[config.mk]
export PLATFORM = sky130hd
export DESIGN_NAME = mult_div_unit
export DESIGN_NICKNAME = d
export VERILOG_FILES = /design/src/rtl/mult_div_unit.sv
export SDC_FILE = /design/constraint.sdc
export NUM_CORES = 1
export LEC_CHECK = 0
export CORE_UTILIZATION = 45
export CTS_CLUSTER_DIAMETER = 150
export DETAILED_ROUTE_END_ITERATION = 10
export HOLD_SLACK_MARGIN = 0.08
export MAX_ROUTING_LAYER = met4
export PLACE_DENSITY = 0.68
export SLEW_MARGIN = 20
export SYNTH_ARGS = -nofsm -noshare
export SYNTH_HDL_FRONTEND = slang
export SYNTH_SLANG_ARGS = --single-unit
[constraint.sdc]
create_clock -name clk -period 3.6 [get_ports clk]
set_clock_uncertainty 0.05 [all_clocks]
set_input_delay 0.72 -clock clk [delete_from_list [all_inputs] [get_ports clk]]
set_output_delay 0.72 -clock clk [all_outputs]
set_load 0.01 [all_outputs]
[src/rtl/mult_div_unit.sv]
// Iterative 32-bit multiply/divide unit holding the HI/LO registers.
// Multiplies use radix-2 shift-add and divides use restoring shift-subtract,
// one iteration per clock for 32 clocks, then a single sign-fix cycle.
module mult_div_unit (
    input  logic        clk,
    input  logic        reset,
    input  logic        start,
    input  logic [1:0]  op,
    input  logic [31:0] bus_a,
    input  logic [31:0] bus_b,
    input  logic        mthi,
    input  logic        mtlo,
    output logic        busy,
    output logic        done,
    output logic [31:0] hi,
    output logic [31:0] lo
);

    typedef enum logic [1:0] {
        IDLE = 2'd0,
        CALC = 2'd1,
        FIX  = 2'd2
    } state_t;

    state_t      state;
    state_t      state_next;

    // Latched operation context.
    logic [4:0]  count;
    logic        is_div;
    logic        neg_main;    // negate product or quotient in FIX
    logic        neg_rem;     // negate remainder in FIX (dividend sign)
    logic        div_zero;
    logic [31:0] opb;         // multiplicand addend or divisor magnitude

    // Working pair: {acc_hi, acc_lo} is the product shift register for
    // multiply, or {remainder, dividend/quotient} for divide.
    logic [31:0] acc_hi;
    logic [31:0] acc_lo;

    // Operand preparation at latch time.
    logic        signed_op;
    logic        sign_a;
    logic        sign_b;
    logic [31:0] mag_a;
    logic [31:0] mag_b;

    // One iteration step.
    logic [32:0] mul_sum;
    logic [32:0] div_shift;
    logic [32:0] div_diff;
    logic [31:0] step_hi;
    logic [31:0] step_lo;

    // Final sign-corrected result.
    logic [63:0] prod_fixed;
    logic [31:0] quot_fixed;
    logic [31:0] rem_fixed;
    logic [31:0] res_hi;
    logic [31:0] res_lo;

    assign busy = (state != IDLE);

    // Magnitudes and signs of the incoming operands; unsigned ops see no sign.
    always_comb begin
        // NOTE: every always_comb output gets a value on every path, otherwise
        // synthesis infers a latch to remember the old value.
        signed_op = ~op[0];
        sign_a    = signed_op & bus_a[31];
        sign_b    = signed_op & bus_b[31];
        mag_a     = sign_a ? (~bus_a + 32'd1) : bus_a;
        mag_b     = sign_b ? (~bus_b + 32'd1) : bus_b;
    end

    // One radix-2 iteration for either multiply or divide.
    always_comb begin
        mul_sum   = {1'b0, acc_hi} + (acc_lo[0] ? {1'b0, opb} : 33'd0);
        // The partial remainder is always below the divisor, so the shifted
        // value is below twice the divisor and the 33-bit difference cannot
        // overflow its sign bit.
        div_shift = {acc_hi, acc_lo[31]};
        div_diff  = div_shift - {1'b0, opb};
        step_hi   = acc_hi;
        step_lo   = acc_lo;
        if (is_div) begin
            step_hi = div_diff[32] ? div_shift[31:0] : div_diff[31:0];
            step_lo = {acc_lo[30:0], ~div_diff[32]};
        end else begin
            step_hi = mul_sum[32:1];
            step_lo = {mul_sum[0], acc_lo[31:1]};
        end
    end

    // Sign correction and divide-by-zero override applied in FIX.
    always_comb begin
        prod_fixed = neg_main ? (~{acc_hi, acc_lo} + 64'd1) : {acc_hi, acc_lo};
        quot_fixed = neg_main ? (~acc_lo + 32'd1) : acc_lo;
        rem_fixed  = neg_rem  ? (~acc_hi + 32'd1) : acc_hi;
        res_hi     = prod_fixed[63:32];
        res_lo     = prod_fixed[31:0];
        if (is_div) begin
            res_hi = rem_fixed;
            res_lo = div_zero ? 32'hFFFF_FFFF : quot_fixed;
        end
    end

    // Next-state logic: IDLE -> CALC on start, 32 iterations, then one FIX cycle.
    always_comb begin
        state_next = state;
        case (state)
            IDLE:    if (start) state_next = CALC;
            CALC:    if (count == 5'd31) state_next = FIX;
            FIX:     state_next = IDLE;
            default: state_next = IDLE;
        endcase
    end

    // State register with synchronous reset.
    always_ff @(posedge clk) begin
        // NOTE: sequential state uses non-blocking assignments so every
        // register samples pre-edge values regardless of statement order.
        if (reset) state <= IDLE;
        else       state <= state_next;
    end

    // Operand latch, iteration datapath, HI/LO writes and the done pulse.
    always_ff @(posedge clk) begin
        if (reset) begin
            count    <= 5'd0;
            is_div   <= 1'b0;
            neg_main <= 1'b0;
            neg_rem  <= 1'b0;
            div_zero <= 1'b0;
            opb      <= 32'd0;
            acc_hi   <= 32'd0;
            acc_lo   <= 32'd0;
            hi       <= 32'd0;
            lo       <= 32'd0;
            done     <= 1'b0;
        end else begin
            done <= 1'b0;
            case (state)
                IDLE: begin
                    if (start) begin
                        // Start wins over any simultaneous MTHI/MTLO.
                        count    <= 5'd0;
                        is_div   <= op[1];
                        neg_main <= sign_a ^ sign_b;
                        neg_rem  <= sign_a;
                        div_zero <= (bus_b == 32'd0);
                        opb      <= mag_b;
                        acc_hi   <= 32'd0;
                        acc_lo   <= mag_a;
                    end else begin
                        if (mthi) hi <= bus_a;
                        if (mtlo) lo <= bus_a;
                    end
                end
                CALC: begin
                    acc_hi <= step_hi;
                    acc_lo <= step_lo;
                    count  <= count + 5'd1;
                end
                FIX: begin
                    hi   <= res_hi;
                    lo   <= res_lo;
                    done <= 1'b1;
                end
                default: ;
            endcase
        end
    end

endmodule

==> After elaboration in Yosys (flattened, before gate mapping) <==
Index checks and enable logic that the tools add are counted.
{ "classes": {"n_addsub": 8, "eq_ne": 8, "bitwise_logic": 10, "reduce_logical": 10, "mux": 28} }
{ "ops": {"columns": ["cell", "count"], "rows": [
  ["32-bit 2-to-1 mux", 17],
  ["32-bit case mux with 2 select lines", 4],
  ["32-bit by 1-bit adder with 32-bit output (second input constant)", 4],
  ["32-bit NOT", 4],
  ["64-bit by 1-bit adder with 64-bit output (second input constant)", 1],
  ["64-bit 2-to-1 mux", 1],
  ["64-bit NOT", 1],
  ["32-bit by 32-bit adder with 33-bit output", 1],
  ["33-bit by 32-bit subtractor with 33-bit output", 1],
  ["32-bit zero test", 1],
  ["2-bit != test (second input constant)", 5],
  ["5-bit case mux with 2 select lines", 1],
  ["2-bit AND reduction", 3],
  ["3-bit AND reduction", 2],
  ["2-bit nonzero test", 3],
  ["5-bit by 1-bit adder with 5-bit output (second input constant)", 1],
  ["5-bit == test (second input constant)", 1],
  ["5-bit 2-to-1 mux", 1],
  ["2-bit 2-to-1 mux", 2],
  ["2-bit case mux with 2 select lines", 1],
  ["1-bit bitwise AND", 2],
  ["2-bit by 1-bit == test with 1-bit output (second input constant)", 1],
  ["2-bit == test (second input constant)", 1],
  ["2-bit zero test", 1],
  ["3 further kinds", 4]
]} }
{ "word_totals": {"input_bits": 71, "wordCells": 76, "output_inout_bits": 66, "register_bits": 172} }

==> Longest topological paths before layout <==
Gate-level depths: netlist of run 1.
{ "depth": {"word_depth": 6, "ltp_mapped": 15, "mapped_depth_nobuf": 14} }

==> Least setup slack after synthesis of run 1 <==
No wires, ideal clock.
{ "synth_timing": {"path_type": "reg2reg", "start": "register acc_lo[0]", "end": "register acc_hi[29]", "t_arrival_ns": 3.506, "path_slack_ns": -0.035, "path_buffers": 1, "setup_ns": 0.079, "synth_period_minus_slack_ns": 3.635, "stages_incl_launch_ff": 15, "t_required_ns": 3.471, "cell_sequence": "dfxtp_1 inv_1 clkbuf_1 nor2_1 ha_1 and2_0 a2111oi_0 a2111oi_0 nor3_1 o31ai_1 a211oi_1 nand3_1 o211ai_1 mux2_2 o211ai_1"} }
{ "synth_between": {"elab_chain_len": 4} }
{ "synth_rtl": {"columns": ["item", "line_no", "text"], "rows": [
  ["start: declaration", "39", "logic [31:0] acc_lo;"],
  ["start signal: assignment", "153", "acc_lo <= mag_a;"],
  ["start signal: assignment", "161", "acc_lo <= step_lo;"],
  ["32-bit 2-to-1 mux", "77", "mul_sum = {1'b0, acc_hi} + (acc_lo[0] ? {1'b0, opb} : 33'd0);"],
  ["32-bit by 32-bit adder with 33-bit output", "77", null],
  ["32-bit 2-to-1 mux", "85", "if (is_div) begin"],
  ["32-bit case mux with 2 select lines", "142", "case (state)"],
  ["end signal: assignment", "160", "acc_hi <= step_hi;"],
  ["end: declaration", "38", "logic [31:0] acc_hi;"]
]} }
Every way passes these cells.
A chain may end at the register's enable or synchronous reset.

==> Final worst setup path of run 1 <==
{ "layout_timing": {"start": "register acc_lo[7]", "end": "register hi[30]"} }
{ "layout_between": {"elab_chain_len": 5} }
{ "layout_rtl": {"columns": ["item", "line_no", "text"], "rows": [
  ["64-bit NOT", "96", "prod_fixed = neg_main ? (~{acc_hi, acc_lo} + 64'd1) : {acc_hi, acc_lo};"],
  ["64-bit by 1-bit adder with 64-bit output", "96", null],
  ["64-bit 2-to-1 mux", "96", null],
  ["32-bit 2-to-1 mux", "101", "if (is_div) begin"],
  ["32-bit case mux with 2 select lines", "142", null],
  ["end signal: assignment", "155", "if (mthi) hi <= bus_a;"],
  ["end signal: assignment", "165", "hi <= res_hi;"],
  ["end: declaration", "15", "output logic [31:0] hi,"]
]} }
Every way passes these cells.

==> impl_results.md, run 1 <==
* Required arrival time at the worst endpoint at 3.87 ns
* Power Internal at 0.003794 W
* Chip height at 175.2 um
* Detailed router's first-iteration violation count at 1475
* Gate count after technology mapping at 1769
* Clock network fraction of total power at 31.6%
* Cells on worst reg2reg path at 12
* Setup repair after global routing missed its margin: true
* Top cell type by total area after synthesis: dfxtp_1
* Area added between synthesis and finish at 25.45%
* Number of clock buffers inserted by TritonCTS at 17
* Arr. time, crit path at 3.76 ns
* Transition time of the tightest slew-check pin at 0.8407 ns
* Post-synth EDFFs at 0
* Kind of capture point of the worst setup path: flop
* Synthesized flop and latch total at 172
* Combinational cell fraction of total power at 31.9%
* Final antenna-violating net count at 0
* Number of optimization iterations in the first detailed-route pass at 8
* Sum of overflow across all layers after global routing at 0
* Clock Sink Count at 172
* Total number of vias at 14505
* Post-synthesis sequential area ratio at 25.50%
* Average footprint of a synthesized cell at 7.632 um2
* HPWL after DPL at 36.17 mm
* Critical hold path startpoint: opb[31]$_SDFFE_PP0P_
* Die boundary width at 175.2 um
* Critical register-to-register path startpoint: acc_lo[7]$_SDFFE_PP0P_
* Flop pwr share at 36.6%
* Final Cell Area at 0.01694 mm2
* Mapped Nets at 1912
* CP Launch Type: flop
* Sw Ratio at 35.27%
* Final Max Tran Viols at 0
* Post-synth top cells: nor2_1 (203), a21oi_1 (173), dfxtp_1 (172), o21ai_0 (121), nand2_1 (115)
* Hold crit path type: reg -> reg
* Highest net fanout along the worst path at 5
* Clk Latency, worst-skew pair at 0.46 ns
* Hold Path End: opb[31]$_SDFFE_PP0P_
* Most used flip-flop cell after synthesis: dfxtp_1
* Post-layout min period at 3.488 ns
* Power density over the cells at 346.1 mW/mm2
* Fillers at 2769
* Number of diodes added for antenna fixing at 0
* Largest cells by area after synthesis: dfxtp_1 (26%), xnor2_1 (6.8%), ha_1 (6.5%)
* I/O Pins at 137
* Number of port buffers at 136
* Routed length per instance at 20.25 um
* Root buffer selected by CTS: clkbuf_16
* Headroom to the max-slew limit at 43.95%
* Via/cell ratio at 6.097
* Most common cell in the netlist: nor2_1
* Number of hold violations in the final report at 0
* Final count of negative-setup-slack endpoints at 0
* Number of nets in the layout at 2119
* Clock H-tree levels at 4
* Outcome: completed
* Share of layout cells above drive strength 1 at 12.92%
* Clock slew at the register clock pins of the worst setup and hold paths at 0.07 ns
* Worst r2r dst: hi[30]$_SDFFE_PP0P_
* Area of the core at 0.02956 mm2
* Power after layout at 0.005862 W
* Mapped cell area at 0.01350 mm2
* Leakage power of the design at 6.745 nW
* First-pass GRT wire length at 74.89 mm
* Highest clock frequency the design can meet at 286.7 MHz
* Total number of yosys warnings at 0
* Initial Utilization at 45.68%
* Die ar. at 0.03070 mm2
* Worst ir drop on vdd at 0.3363 mV
* Reg2Reg Setup Slack at 0.11 ns
* Vias in the first global route at 13462
* Pin count of the biggest net entering global routing at 76
* Sw power at 0.002068 W
* # Max-Cap Violations at 0
* Worst Hold Depth at 2
* Row Count at 63
* CTS Buffer Depth at 2
* Fraction of the core area covered by cells at the end of the flow at 57.30%
* Top cell type's share of synthesized area at 25.50%
* Routed wire length at 48.18 mm
* Standard cell area after detailed placement at 0.01620 mm2
* Residual DRC count at 0
* Antenna violations before repair at 0
* Critical path class: reg -> reg
* Async S/R FF share, synth at 0%
* Total routing resource utilization after global routing at 31.88%
* Portion of the clock cycle consumed by the worst path in the final layout at 96.90%
* Distinct cell type count after synthesis at 70
* Final weighted congestion in routability-driven placement at 0.9706
* Clock tree from TritonCTS: yes
==> sequential cells by signal, indices dropped and copies added, names as in the netlist, 2 cells and up <==
| name | flops |
|---|---|
| acc_hi | 32 |
| acc_lo | 32 |
| hi | 32 |
| lo | 32 |
| opb | 32 |
| count | 5 |
| state | 2 |
==> what timing repair did <==
action / 4_1_cts / 5_1_grt
hold buffers: 0 / 0
setup endpoints to repair: 24 / 39
resized for setup: 5 / 35
pin swaps: 0 / 11
endpoints found under the hold margin: 0 / 0
setup buffers: 0 / 4
==> cells by family after synthesis <==
family | Yosys count | synth area share [%]
xor gates and xnor gates | 165 | 10.70
muxes | 58 | 4.337
AOI/OAI and AO/OA | 617 | 29.96
DFF | 172 | 25.50
adders and majority gates | 72 | 6.783
buffers and inverters | 182 | 5.264
and+or+nand+nor | 503 | 17.45
==> power by group through the flow <==
stage / combinational (W) / sequential (W) / clock, W
after floorplan: 0.00112 / 0.00216 / 0
after global placement: 0.00178 / 0.00218 / 0
after detailed placement: 0.00179 / 0.00218 / 0
after CTS: 0.00181 / 0.00214 / 0.00186
after global routing: 0.00201 / 0.00216 / 0.00194
final: 0.00187 / 0.00214 / 0.00185
==> how the worst max path moves through the flow <==
stage,start,endpoint,slack [ns]
2_1_floorplan,acc_lo[0]$_SDFFE_PP0P_,acc_hi[29]$_SDFFE_PP0P_,0.06
3_3_place_gp,bus_a[10],acc_lo[29]$_SDFFE_PP0P_,-0.14
4_1_cts,acc_lo[0]$_SDFFE_PP0P_,acc_hi[27]$_SDFFE_PP0P_,0.0004
3_5_place_dp,acc_lo[0]$_SDFFE_PP0P_,acc_hi[27]$_SDFFE_PP0P_,-0.18
5_1_grt,acc_lo[0]$_SDFFE_PP0P_,acc_hi[27]$_SDFFE_PP0P_,-0.02
6_report,acc_lo[7]$_SDFFE_PP0P_,hi[30]$_SDFFE_PP0P_,0.11
==> cells in the final DEF, fill, tap and decap left out, types with 54 or more instances in the layout <==
master           instances
a211oi_1                85
a21oi_1                170
buf_4                  168
clkdlybuf4s50_1        135
dfxtp_1                168
ha_1                    70
inv_1                   63
mux2i_1                 54
nand2_1                114
nor2_1                 202
o21ai_0                115
xnor2_1                105
xor2_1                  59
==> worst max-delay path, stage by stage, from the launching register on <==
cell      delay [ns]
dfxtp_1         0.32
or4_4           0.58
nor4_4          0.27
buf_4           0.17
nand4_1         0.10
buf_4           0.18
or4_4           0.47
nor2_1          0.13
nor2_1          0.18
o31ai_2         0.34
xnor2_1         0.13
a222oi_1        0.34
nor2_1          0.08
==> through the flow <==
stage / setup slack, ns / hold WS [ns] / std cells / TNS, ns
finish: 0.1116 / 0.4094 / 2379 / 0
global route: -0.02247 / 0.4293 / 2379 / -0.02680
CTS: 0.0004059 / 0.4142 / 2375 / 0
detailed placement: -0.1820 / 0.4073 / 2343 / -0.9076
global placement: -0.1437 / 0.3928 / 2343 / -0.1559
floorplan: 0.05751 / 0.3819 / 1769 / 0
==> layout make-up <==
class / instances / area, um2 / share of cell area (%)
Clock buffer: 18 / 429.2 / 2.534
Clock inverter: 14 / 132.6 / 0.7830
Inverter: 63 / 236.5 / 1.396
Multi-Input combinational cell: 1415 / 9524 / 56.23
Sequential cell: 172 / 3448 / 20.36
Tap cell: 390 / 488.0 / 2.881
Timing Repair Buffer: 307 / 2679 / 15.82
==> per-layer routing <==
layer / global-route usage, % / wire length, um
met5: - / 0
met2: 46.56 / 20860
met4: 12.86 / 1564
met1: 43.23 / 21940
met3: 5.570 / 3819
Power figures use the tool's default switching activity.
==> inputs of run 2 (changes only) <==
GPL_ROUTABILITY_DRIVEN = 0   (was unset)
==> run 2 against run 1 <==
  * Combinational power shrank 2%
  * Sequential share of layout area increased by 0.067 points
  * Final area down 0.40%
  * Wire length fell by 2.3%
  * Critical path type unchanged
  * Highest routed layer unchanged
==> impl_results.md, run 2 (synthesized netlist as in run 1, its figures left out) <==
* Clock tree from TritonCTS: yes
* Total Neg Setup Slack at 0 ns
* Initial Utilization at 45.68%
* Critical register-to-register path startpoint: acc_lo[7]$_SDFFE_PP0P_
* CP Launch Type: flop
* Most frequent cells in the layout: nor2_1 (203), a21oi_1 (172), dfxtp_1 (170)
* Die ar. at 0.03070 mm2
* Number of nets in the layout at 2111
* # Max-Cap Violations at 0
* Share of layout cells above drive strength 1 at 12.27%
* Chip height at 175.2 um
* Kind of capture point of the worst setup path: flop
* Antenna violations before repair at 0
* Row Count at 63
* Power density over the cells at 349.5 mW/mm2
* Highest net fanout along the worst path at 7
* Arr. time, crit path at 3.73 ns
* Worst setup timing slack at the placement stage at -0.1826 ns
* Transition time of the tightest slew-check pin at 0.8744 ns
* Pin count of the biggest net entering global routing at 72
* Post-layout min period at 3.470 ns
* Clock H-tree levels at 4
* Leakage power of the design at 6.708 nW
* Clock Sink Count at 172
* Power after layout at 0.005896 W
* Die boundary width at 175.2 um
* Minimum setup slack in the final design at 0.1299 ns
* Number of diodes added for antenna fixing at 0
* Most common library cell in the layout ignoring fill and taps: nor2_1
* Worst ir drop on vdd at 0.2976 mV
* Portion of the clock cycle consumed by the worst path in the final layout at 96.39%
* Required arrival time at the worst endpoint at 3.86 ns
* Met3 Use GR at 5.265%
* Worst Hold Depth at 2
* Vias in the first global route at 13688
* Detailed router's first-iteration violation count at 1480
* Reg2Reg Setup Slack at 0.13 ns
* Busiest metal layer after global routing: met2
* Via/cell ratio at 6.181
* Number of port buffers at 136
* Number of clock buffers inserted by TritonCTS at 17
* Total number of vias at 14654
* First-pass GRT wire length at 73.94 mm
* Sequential standard cell area at 0.003446 mm2
* Minimum hold slack at 0.4140 ns
* Routed length per instance at 19.86 um
* Area added between synthesis and finish at 24.95%
* Worst r2r dst: hi[6]$_SDFFE_PP0P_
* Final antenna-violating net count at 0
* Total routing resource utilization after global routing at 31.26%
* Clk Latency, worst-skew pair at 0.45 ns
* Root buffer selected by CTS: clkbuf_16
* CTS Buffer Depth at 2
* Hold Path End: opb[18]$_SDFFE_PP0P_
* Met2 track demand over resource in global routing at 46.66%
* Sum of overflow across all layers after global routing at 0
* Number of hold violations in the final report at 0
* Fillers at 2777
* Residual DRC count at 0
* Critical hold path startpoint: opb[18]$_SDFFE_PP0P_
* Hold crit path type: reg -> reg
* HPWL after DPL at 35.16 mm
* Headroom to the max-slew limit at 41.58%
* Fraction of the core area covered by cells at the end of the flow at 57.07%
* Global-route track usage on met1 at 42.41%
* Highest clock frequency the design can meet at 288.2 MHz
* Routed wire length at 47.08 mm
* Critical path class: reg -> reg
* Number of optimization iterations in the first detailed-route pass at 8
* I/O Pins at 137
* Area taken by multi-input logic gates at 0.009500 mm2
* Outcome: completed
* Final Max Tran Viols at 0
* Setup repair after global routing missed its margin: true
* Clock slew at the register clock pins of the worst setup and hold paths at 0.08 ns
* Final count of negative-setup-slack endpoints at 0
* Area of the core at 0.02956 mm2
* Cells on worst reg2reg path at 10
-- run 2: metal layers --
metal | up-vias | share of wire (%)
met3 | 99 | 8.1
met2 | 707 | 43
met5 | - | 0
li1 | 6897 | -
met4 | 0 | 3.2
met1 | 6951 | 45
-- run 2: repair_timing --
item | 4_1_cts | 5_1_grt
resized for setup | 7 | 26
endpoints found under the setup margin | 24 | 36
gates cloned | 0 | 0
buffers inserted | 0 | 0
pin swaps | 1 | 6
hold buffers | 0 | 0
-- run 2: metrics by stage --
step	std cells	instance area [um2]
floorplan	1769	13500
CTS	2371	16770
finish	2371	16870
global route	2371	16870
detailed placement	2339	16160
global placement	2339	16160
-- run 2: how the worst max path moves through the flow --
stage / startpoint / endpoint / slack, ns / depth (start not counted)
after detailed placement: bus_a[10] / acc_lo[29]$_SDFFE_PP0P_ / -0.18 / 11
after floorplan: acc_lo[0]$_SDFFE_PP0P_ / acc_hi[29]$_SDFFE_PP0P_ / 0.06 / 14
after CTS: acc_lo[0]$_SDFFE_PP0P_ / acc_hi[27]$_SDFFE_PP0P_ / 0.004 / 17
after global placement: bus_a[10] / acc_lo[29]$_SDFFE_PP0P_ / -0.18 / 11
after global routing: acc_lo[0]$_SDFFE_PP0P_ / acc_hi[27]$_SDFFE_PP0P_ / -0.03 / 17
final: acc_lo[7]$_SDFFE_PP0P_ / hi[6]$_SDFFE_PP0P_ / 0.13 / 10
-- run 2: area by class of cell --
class | instances | share of cell area, %
Tap cell | 390 | 2.893
Multi-Input combinational cell | 1415 | 56.32
Clock inverter | 13 | 0.9197
Timing Repair Buffer | 299 | 15.48
Clock buffer | 19 | 2.566
Inverter | 63 | 1.402
Sequential cell | 172 | 20.43
-- run 2: report_power, final --
part	total, W	switching, W	internal [W]	leakage (nW)
clock network	0.00193	0.000884	0.00104	0.283
logic	0.00183	0.00104	0.000791	5.02
registers	0.00214	0.000119	0.00202	1.41
total	0.00590	0.00204	0.00385	6.71
-- run 2: worst max-delay path: stages, from the launching register on --
cell,delay (ns)
dfxtp_1,0.32
or4_4,0.58
nor4_4,0.27
nand4_1,0.32
or4_4,0.56
nor2_1,0.17
nor2_1,0.17
o31ai_1,0.34
xnor2_1,0.15
a222oi_1,0.33
nor2_1,0.06
==> inputs of run 3 (changes only) <==
ABC_AREA = 1   (was unset)
CORE_ASPECT_RATIO = 0.75   (was unset)
PLACE_DENSITY = unset   (was 0.68)
clock period = 4.4 ns   (was 3.6 ns; I/O delays follow)
==> run 3 against run 2 <==
  * Critical endpoint is now acc_hi[22]$_SDFFE_PP0P_
  * Final area increased by 13%
  * Wire length increased by 55%
  * Global-route usage increased by 8.0 points
  * Synthesized cell count increased by 66%
  * Synthesized area increased by 23%
  * Worst setup slack improved by 0.73 ns
  * Sequential power decreased by 16%
  * Critical path depth increased by 9
  * Die area increased by 23%
  * Sequential share of layout area decreased by 2.3 points
  * Clock power decreased by 16%
  * Register-to-register slack improved by 0.73 ns
==> impl_results.md, run 3 <==
* Worst ir drop on vdd at 0.2365 mV
* Total number of yosys warnings at 0
* Post-synthesis sequential area ratio at 20.75%
* Hold crit path type: reg -> reg
* Die boundary width at 223.7 um
* # Max-Cap Violations at 0
* Antenna violations before repair at 6
* Detailed router's first-iteration violation count at 3201
* Share of cell area taken by muxes after synthesis at 0%
* Largest cells by area after synthesis: dfxtp_1 (21%), nand2_1 (18%), nand3_1 (9.4%)
* Kind of capture point of the worst setup path: flop
* Distinct cell type count after synthesis at 52
* Most frequent cells in the layout: nand2_1 (792), inv_1 (415), nand3_1 (312)
* Leakage power of the design at 8.966 nW
* Total routing resource utilization after global routing at 39.28%
* Clock Sink Count at 172
* Number of nets in the layout at 3169
* Routed wire length at 72.98 mm
* Final Max Tran Viols at 0
* Total number of vias at 20700
* Top cell type by total area after synthesis: dfxtp_1
* Async S/R FF share, synth at 0%
* Chip height at 168.3 um
* Outcome: completed
* Initial Utilization at 45.95%
* Number of optimization iterations in the first detailed-route pass at 7
* Share of layout cells above drive strength 1 at 4.607%
* Cell with the largest stage delay on the worst path: dfxtp_1
* CP Launch Type: flop
* Area of the core at 0.03611 mm2
* Routed length per instance at 20.63 um
* Final antenna-violating net count at 0
* Mapped Nets at 3088
* Most common library cell in the layout ignoring fill and taps: nand2_1
* Residual DRC count at 0
* Post-layout min period at 3.541 ns
* Post-synth EDFFs at 0
* Via/cell ratio at 5.851
* Portion of the clock cycle consumed by the worst path in the final layout at 80.48%
* Number of hold violations in the final report at 0
* Top cell type's share of synthesized area at 20.75%
* CTS Buffer Depth at 2
* Mapped cell area at 0.01659 mm2
* Clock tree from TritonCTS: yes
* Main combinational cell family by area after synthesis: simple AND/OR/NAND/NOR gates
* Post-CTS Setup Inserts at 0
* Power density over the cells at 292.8 mW/mm2
* Xor/xnor share of the synthesized area at 2.375%
* Die ar. at 0.03765 mm2
* Root buffer selected by CTS: clkbuf_16
* Final count of negative-setup-slack endpoints at 0
* Post-cts resize count at 0
* Vias in the first global route at 17791
* Arr. time, crit path at 3.79 ns
* Fraction of the mapped netlist area in compound gates at 20.31%
* CTS Hold Bufs at 0
* Post-synth top cells: nand2_1 (793), inv_1 (416), nand3_1 (313), o21ai_0 (253), a21oi_1 (251)
* Power after layout at 0.005575 W
* Clock H-tree levels at 4
* Standard cell area after detailed placement at 0.01844 mm2
* Simple-gate share of the synthesized area at 38.30%
* CP max stage delay at 0.53 ns
* Most used flip-flop cell after synthesis: dfxtp_1
* Total Neg Setup Slack at 0 ns
* Gate count after technology mapping at 2945
* Area added between synthesis and finish at 14.75%
* Highest clock frequency the design can meet at 282.4 MHz
* Number of port buffers at 136
* Clock slew at the register clock pins of the worst setup and hold paths at 0.07 ns
* Most common cell in the netlist: nand2_1
* I/O Pins at 137
* Number of clock buffers inserted by TritonCTS at 17
* Row Count at 60
* Required arrival time at the worst endpoint at 4.65 ns
* Most repeated library cell on the critical path: nand2_1
* Sum of overflow across all layers after global routing at 0
* Synthesized flop and latch total at 172
* Final Cell Area at 0.01904 mm2
* Cell chain of the critical path: inv_1, ha_1, fa_1, inv_1, nand2_1, nand2_1, nand3_1, nand2_1, nand2_1, nand2_2, nand2_2, nand2_1, nand2_2, nand2_4, inv_2, nand2_1, nand3_1, nand2_1, a21oi_1
* Setup repair after global routing missed its margin: false
* Transition time of the tightest slew-check pin at 1.036 ns
* First-pass GRT wire length at 109.0 mm
* Highest net fanout along the worst path at 37
* Pin count of the biggest net entering global routing at 82
* Critical path class: reg -> reg
* Average footprint of a synthesized cell at 5.634 um2
* Headroom to the max-slew limit at 30.95%
* HPWL after DPL at 57.10 mm
* Post-synthesis adder-cell area fraction at 5.520%
* Clk Latency, worst-skew pair at 0.47 ns
## run 3: final timing paths
| kind | endpoint | startpoint | slack (ns) | depth (start not counted) |
|---|---|---|---|---|
| max | acc_hi[22]$_SDFFE_PP0P_ | acc_lo[31]$_SDFFE_PP0P_ | 0.86 | 19 |
| min | count[3]$_SDFFE_PP0P_ | count[3]$_SDFFE_PP0P_ | 0.43 | 2 |
| max reg2reg | acc_hi[22]$_SDFFE_PP0P_ | acc_lo[31]$_SDFFE_PP0P_ | 0.86 | 19 |
| min reg2reg | count[3]$_SDFFE_PP0P_ | count[3]$_SDFFE_PP0P_ | 0.43 | 2 |
## run 3: layout make-up
class,count,area (um2)
fill,3825,17070
multi-input combinational,2225,11070
sequential,172,3445
timing repair buffer,180,1687
inverter,430,1620
tap,496,620.6
clock buffer,21,460.4
clock inverter,11,133.9
antenna,3,7.507
## run 3: kinds of logic after synthesis
| logic type | after synthesis |
|---|---|
| AND/OR/NAND/NOR | 1486 |
| AO/OA/AOI/OAI | 622 |
| buffers and inverters | 548 |
| flip-flops | 172 |
| adder cells (fa/ha/maj) | 72 |
| XOR/XNOR | 45 |
## run 3: report_power, final
| group | switching [W] | total, W | internal, W |
|---|---|---|---|
| Sequential | 0.000136 | 0.00180 | 0.00166 |
| Combinational | 0.00148 | 0.00215 | 0.000664 |
| Clock | 0.000756 | 0.00163 | 0.000874 |
## run 3: routing by layer
layer / part of all wire [%] / track usage, % / routed length (um)
met1: 46 / 58.31 / 33440
met2: 37 / 50.32 / 27280
met3: 15 / 11.92 / 10640
met4: 2.2 / 8.666 / 1616
met5: 0 / - / 0
## run 3: per-stage QoR
step / setup WS (ns) / cells / util (%) / hold WS, ns
2_1_floorplan: 1.693 / 2945 / - / 0.3953
3_3_place_gp: 0.8528 / 3503 / 51.06 / 0.4044
3_5_place_dp: 0.8005 / 3503 / 51.06 / 0.4193
4_1_cts: 0.9417 / 3535 / 52.71 / 0.4289
5_1_grt: 0.5639 / 3538 / 52.73 / 0.4369
6_report: 0.8590 / 3538 / 52.73 / 0.4273
## run 3: critical path, delay by kind of cell, from the launching register on
kind / cells / cell delay, ns
adder cells (fa/ha/maj): 2 / 0.60
flip-flops: 1 / 0.53
AND/OR/NAND/NOR: 13 / 1.75
buffers and inverters: 3 / 0.36
AO/OA/AOI/OAI: 1 / 0.06
